==> config.mk <==
export PLATFORM = sky130hd
export DESIGN_NAME = wb_host_master
export DESIGN_NICKNAME = d
export VERILOG_FILES = /design/src/rtl/wb_host_master.sv
export SDC_FILE = /design/constraint.sdc
export NUM_CORES = 1
export LEC_CHECK = 0
export ABC_AREA = 1
export BUFFER_PORTS_ARGS = -buffer_cell sky130_fd_sc_hd__buf_2
export CORE_MARGIN = 5
export CORE_UTILIZATION = 44
export CTS_CLUSTER_SIZE = 8
export DETAILED_ROUTE_END_ITERATION = 8
export GPL_TIMING_DRIVEN = 0
export PLACE_DENSITY = 0.78
export SKIP_CTS_REPAIR_TIMING = 1
export SYNTH_ARGS = -nofsm -noshare
export SYNTH_HDL_FRONTEND = slang
export SYNTH_SLANG_ARGS = --single-unit
==> constraint.sdc <==
create_clock -name wb_clk_i -period 1.1 [get_ports wb_clk_i]
set_input_delay 0.11 -clock wb_clk_i [delete_from_list [all_inputs] [get_ports wb_clk_i]]
set_output_delay 0.11 -clock wb_clk_i [all_outputs]
set_load 0.1 [all_outputs]
==> src/rtl/wb_host_master.sv <==
// rtl/wb_host_master.sv - Wishbone classic single-transfer host master
// Purpose: turns one valid/ready command into exactly one Wishbone classic
//   bus cycle against the user-project window and returns exactly one
//   response (read data, or a timeout error when the timeout is built in).
// Build option: define WB_HOST_MASTER_TIMEOUT_EN to include the bus timeout
//   counter; without it the bus cycle waits for ack indefinitely and rsp_err
//   is always 0.
// Ports:
//   wb_clk_i, wb_rst_i      clock, synchronous active-high reset
//   cmd_valid/cmd_ready     command handshake
//   cmd_we/off/dat/sel      command: direction, word offset, write data, lanes
//   rsp_valid/rsp_ready     response handshake
//   rsp_dat/rsp_err         response: read data (0 for writes/errors), timeout
//   wbm_*                   Wishbone classic master signals
//   busy                    high whenever a transfer or response is pending
module wb_host_master #(
    parameter int                       WB_ADDR_WIDTH  = 32,
    parameter int                       WB_DATA_WIDTH  = 32,
    parameter int                       OFFSET_WIDTH   = 16,
    parameter logic [WB_ADDR_WIDTH-1:0] BASE_ADDR      = 32'h30000000,
    parameter int                       TIMEOUT_CYCLES = 255,
    parameter int                       TIMEOUT_WIDTH  = 8
) (
    input  logic                     wb_clk_i,
    input  logic                     wb_rst_i,

    input  logic                     cmd_valid,
    output logic                     cmd_ready,
    input  logic                     cmd_we,
    input  logic [OFFSET_WIDTH-1:0]  cmd_off,
    input  logic [WB_DATA_WIDTH-1:0] cmd_dat,
    input  logic [3:0]               cmd_sel,

    output logic                     rsp_valid,
    input  logic                     rsp_ready,
    output logic [WB_DATA_WIDTH-1:0] rsp_dat,
    output logic                     rsp_err,

    output logic                     wbm_cyc_o,
    output logic                     wbm_stb_o,
    output logic                     wbm_we_o,
    output logic [3:0]               wbm_sel_o,
    output logic [WB_ADDR_WIDTH-1:0] wbm_adr_o,
    output logic [WB_DATA_WIDTH-1:0] wbm_dat_o,
    input  logic                     wbm_ack_i,
    input  logic [WB_DATA_WIDTH-1:0] wbm_dat_i,

    output logic                     busy
);

    typedef enum logic [1:0] {
        S_IDLE = 2'd0,
        S_BUS  = 2'd1,
        S_RESP = 2'd2
    } state_t;

    state_t                   state_q, state_d;
    logic                     we_q, we_d;
    logic [3:0]               sel_q, sel_d;
    logic [WB_ADDR_WIDTH-1:0] adr_q, adr_d;
    logic [WB_DATA_WIDTH-1:0] wdat_q, wdat_d;
    logic [WB_DATA_WIDTH-1:0] rdat_q, rdat_d;
    logic                     err_q, err_d;
    logic                     cyc_q, cyc_d;
    logic                     rsp_valid_q, rsp_valid_d;
    logic                     busy_q, busy_d;
    logic                     cmd_ready_q, cmd_ready_d;

    // Word offset to byte address; the sum wraps at the bus address width.
    logic [WB_ADDR_WIDTH-1:0] off_addr;
    assign off_addr = WB_ADDR_WIDTH'({cmd_off, 2'b00});

`ifdef WB_HOST_MASTER_TIMEOUT_EN
    // Counter value on the last permitted no-ack edge of the bus cycle.
    localparam logic [TIMEOUT_WIDTH-1:0] CNT_LAST = TIMEOUT_WIDTH'(TIMEOUT_CYCLES - 1);
    logic [TIMEOUT_WIDTH-1:0] cnt_q, cnt_d;
`else
    logic unused_timeout_cfg;
    assign unused_timeout_cfg = ^{TIMEOUT_CYCLES, TIMEOUT_WIDTH};
`endif

    always_comb begin
        state_d = state_q;
        we_d    = we_q;
        sel_d   = sel_q;
        adr_d   = adr_q;
        wdat_d  = wdat_q;
        rdat_d  = rdat_q;
        err_d   = err_q;
`ifdef WB_HOST_MASTER_TIMEOUT_EN
        cnt_d   = cnt_q;
`endif
        unique case (state_q)
            S_IDLE: begin
                if (cmd_valid) begin
                    we_d    = cmd_we;
                    sel_d   = cmd_sel;
                    adr_d   = BASE_ADDR + off_addr;
                    wdat_d  = cmd_dat;
`ifdef WB_HOST_MASTER_TIMEOUT_EN
                    cnt_d   = '0;
`endif
                    state_d = S_BUS;
                end
            end
            S_BUS: begin
                // Ack has priority over a timeout on the same edge.
                if (wbm_ack_i) begin
                    rdat_d  = we_q ? '0 : wbm_dat_i;
                    err_d   = 1'b0;
                    state_d = S_RESP;
                end
`ifdef WB_HOST_MASTER_TIMEOUT_EN
                else if (cnt_q == CNT_LAST) begin
                    rdat_d  = '0;
                    err_d   = 1'b1;
                    state_d = S_RESP;
                end else begin
                    cnt_d = cnt_q + TIMEOUT_WIDTH'(1);
                end
`endif
            end
            S_RESP: begin
                if (rsp_ready) begin
                    state_d = S_IDLE;
                end
            end
            default: state_d = S_IDLE;
        endcase

        // Status outputs are registered copies of the next state so nothing
        // reaches an output combinationally from wbm_ack_i.
        cyc_d       = (state_d == S_BUS);
        rsp_valid_d = (state_d == S_RESP);
        busy_d      = (state_d != S_IDLE);
        cmd_ready_d = (state_d == S_IDLE);
    end

    always_ff @(posedge wb_clk_i) begin
        if (wb_rst_i) begin
            state_q     <= S_IDLE;
            we_q        <= 1'b0;
            sel_q       <= '0;
            adr_q       <= '0;
            wdat_q      <= '0;
            rdat_q      <= '0;
            err_q       <= 1'b0;
            cyc_q       <= 1'b0;
            rsp_valid_q <= 1'b0;
            busy_q      <= 1'b0;
            cmd_ready_q <= 1'b1;
`ifdef WB_HOST_MASTER_TIMEOUT_EN
            cnt_q       <= '0;
`endif
        end else begin
            state_q     <= state_d;
            we_q        <= we_d;
            sel_q       <= sel_d;
            adr_q       <= adr_d;
            wdat_q      <= wdat_d;
            rdat_q      <= rdat_d;
            err_q       <= err_d;
            cyc_q       <= cyc_d;
            rsp_valid_q <= rsp_valid_d;
            busy_q      <= busy_d;
            cmd_ready_q <= cmd_ready_d;
`ifdef WB_HOST_MASTER_TIMEOUT_EN
            cnt_q       <= cnt_d;
`endif
        end
    end

    assign cmd_ready = cmd_ready_q;
    assign rsp_valid = rsp_valid_q;
    assign rsp_dat   = rdat_q;
    assign rsp_err   = err_q;
    assign wbm_cyc_o = cyc_q;
    assign wbm_stb_o = cyc_q;
    assign wbm_we_o  = we_q;
    assign wbm_sel_o = sel_q;
    assign wbm_adr_o = adr_q;
    assign wbm_dat_o = wdat_q;
    assign busy      = busy_q;

endmodule

==> impl_metrics.py <==
metrics = {
    "floorplanning": {
        "dieArea_sq_um": 9995,
        "start_util": 0.4562,
        "die_h_um": 99.98,
        "die_w_um": 99.98,
        "rows": 32,
        "core_sq_um": 7807,
        "boundaryPins": 197,
    },
    "route": {
        "drc": 0,
        "vias": 4031,
        "wl_per_cell_um": 16.40,
        "drt_pass1_iterations": 4,
        "vias_per_cell": 4.898,
        "first_iter_violations": 141,
        "drt-total-wl_mm": 13.50,
        "ant_nets": 0,
    },
    "finish": {
        "drive_gt1_frac": 0.5631,
        "multiInputGateArea_sq_um": 1580,
        "area_growth_pct": 76.36,
        "nFillCells": 484,
        "insertedDiodeCount": 0,
        "nets": 806,
        "final_cell_area_sq_um": 6282,
        "seqCellArea_sq_um": 1963,
    },
    "global_route": {
        "track_usage": 0.2004,
        "use_met2": 0.3520,
        "grt.busiest_layer": "met2",
        "grt_pass1_wl_mm": 16.33,
        "grt_start_max_net_pins": 16,
        "globalRouteOverflowTotal": 0,
        "grt_pass1_vias": 3626,
        "antenna_found_initial": 0,
        "grtUsageMet1": 0.2167,
        "grt.met3_usage": 0.08617,
    },
    "hold_path": {
        "hold_class": "primary input to flop",
        "min_to": "rsp_dat[21]$_SDFFE_PP0P_",
        "hold_depth": 3,
        "min-delay-start": "wbm_dat_i[21]",
    },
    "pwr": {
        "vdd_drop_max_uv": 1043,
        "cell_internal_pwr_w": 0.005698,
        "power_frac_clock": 0.204,
        "p_seq_frac": 0.382,
        "pwr-share-comb": 0.414,
        "power.net_switching_w": 0.004445,
        "power_density_nw_per_um2": 1614,
        "leakage_nw": 3.074,
        "switching_share": 0.4382,
    },
    "outcome": {
        "outcome": "finished, violations left",
        "violations": "negative hold slack, negative setup slack",
    },
    "logic_synthesis": {
        "synth.avg_cell_area_sq_um": 7.421,
        "synth_most_common_cell": "nor2_1",
        "synthAdderAreaFrac": 0,
        "synth-simple-area-share": 0.2315,
        "ys_warn_count": 0,
        "synth_top_area_cell": "dfxtp_1",
        "syn_area_sq_um": 3562,
        "synth_common_cells": "nor2_1, dfxtp_1, nand2_1, o21ai_0, inv_1",
        "synth_top_family_by_area": "simple AND/OR/NAND/NOR gates",
        "synth_edf_count": 0,
        "ys_seq_elements": 92,
        "synth_seq_area_share": 0.5170,
        "async_flop_share": 0,
        "synth_top_area_frac": 0.5170,
        "netlist_top_cells_area": "dfxtp_1, nor2_1, o21ai_0",
        "synthCells": 480,
        "synth_cell_types": 17,
        "synth_compound_area_frac": 0.1208,
        "synth-xor-area-share": 0,
        "synthFlopType": "dfxtp_1",
        "synthMuxAreaShare": 0,
    },
    "timing": {
        "fin_setup_tns_ns": -2.331,
        "finalMaxSlewViolations": 0,
        "setup_viol": 68,
        "whs_ns": -0.002568,
        "fmax_mhz": 764.4,
        "finalHoldViolCount": 2,
        "timing.final.crit_period_ns": 1.308,
        "rsz0062_at_grt": "yes",
        "finalWorstSetupSlack_ns": -0.2082,
        "clock_skew_ns": 0.01803,
        "period_share": 1.189,
    },
    "placement": {
        "port_buffers": 181,
        "dpl_cell_area_sq_um": 4766,
        "finalWeightedCongestion": 0.7735,
        "dp_hpwl_mm": 7.842,
    },
    "setup_path": {
        "crit-reg2reg-launch": "state_q[0]$_SDFF_PP0_",
        "path_class": "flop to flop",
        "cp_data_required_time_ns": 1.33,
        "reg2regPathDepth": 5,
        "r2r-end": "wbm_adr_o[9]$_SDFFE_PP0P_",
        "r2r_slack_ns": -0.21,
        "arrival_ns": 1.53,
        "crit_path_end_kind": "flop",
        "cp-start-kind": "flop",
        "worstPathMaxFanout": 10,
    },
    "clock_tree": {
        "tritoncts": "done",
        "clock_tree.root_cell": "clkbuf_8",
        "path_clk_slew_ns": 0.10,
        "clock-sinks": 92,
        "cts_max_level": 3,
        "clock_path_buffers": 2,
        "clock_latency_ns": 0.35,
        "cts_buffers": 9,
    },
    "job": {
        "drv_cap": 0,
    },
}
[placed cells by master, fill, tap and decap left out, drive strengths merged]
cell type    netlist  routed
a21oi             32      32
buf               38     224
clkbuf             8      26
clkinv             0       6
conb               1      15
dfxtp             92      92
dlygate4sd3        0      15
inv               42      42
nand2             69      69
nand3              3       5
nand3b             1       1
nor2             140     140
o21ai             54      54
[power by group through the flow]
stage,registers [W],logic [W],clock network (W)
after floorplan,0.00578,0.000912,0
after global routing,0.00390,0.00437,0.00226
after detailed placement,0.00386,0.00341,0
after global placement,0.00385,0.00338,0
after CTS,0.00379,0.00342,0.00212
final,0.00387,0.00420,0.00207
[sequential cells by signal, indices dropped and copies added, names as in the netlist]
| register | flops |
|---|---|
| state_q | 2 |
| rsp_dat | 32 |
| wbm_dat_o | 32 |
| busy | 1 |
| wbm_we_o | 1 |
| wbm_cyc_o | 1 |
| rsp_valid | 1 |
| wbm_adr_o | 17 |
| cmd_ready | 1 |
| wbm_sel_o | 4 |
[worst max-delay path by stage]
stage,from,endpoint,cells past startpoint
global route,state_q[0]$_SDFF_PP0_,wbm_adr_o[9]$_SDFFE_PP0P_,5
finish,state_q[0]$_SDFF_PP0_,wbm_adr_o[9]$_SDFFE_PP0P_,5
floorplan,wbm_we_o$_SDFFE_PP0P_,rsp_dat[10]$_SDFFE_PP0P_,4
CTS,wbm_adr_o[28]$_SDFFE_PP0P_,wbm_adr_o[29],2
global placement,wb_rst_i,rsp_dat[21]$_SDFFE_PP0P_,6
detailed placement,wb_rst_i,rsp_dat[17]$_SDFFE_PP0P_,6
[area by class of cell]
type | count | share of cell area
sequential | 92 | 0.3125
timing repair buffer | 208 | 0.2904
multi-input combinational | 316 | 0.2515
buffer | 46 | 0.06831
inverter | 42 | 0.02788
clock buffer | 11 | 0.02251
tap | 102 | 0.02031
clock inverter | 5 | 0.005776
timing repair inverter | 1 | 0.0007967
[through the flow]
step / util / setup slack, ns / cells / power (W)
6_report: 0.8046 / -0.2082 / 823 / 0.01014
3_5_place_dp: 0.6104 / -0.1022 / 777 / 0.007277
2_1_floorplan: - / 0.0002390 / 494 / 0.006692
4_1_cts: 0.6332 / -0.2360 / 793 / 0.009326
5_1_grt: 0.8046 / -0.2626 / 823 / 0.01053
3_3_place_gp: 0.6104 / -0.06198 / 777 / 0.007231
[worst max-delay path: stages (launching register included)]
cell and delay, ns:
dfxtp_4 0.38, inv_6 0.08, nand3_4 0.11, clkbuf_4 0.21, o21ai_0 0.32, nor2_1 0.09
[metal layers]
metal / vias up / share of wire
met5: - / 0
met4: 0 / 0.028
met3: 37 / 0.091
met2: 208 / 0.53
met1: 1861 / 0.35
li1: 1925 / -
[logic make-up (layout without fill, tap and decap cells)]
family / count (synthesis) / in the layout
AOI/OAI and AO/OA: 86 / 86
buffers and inverters: 88 / 313
DFF: 92 / 92
other: 1 / 15
and+or+nand+nor: 213 / 215
Note: power is estimated with default switching activity, not from simulation.
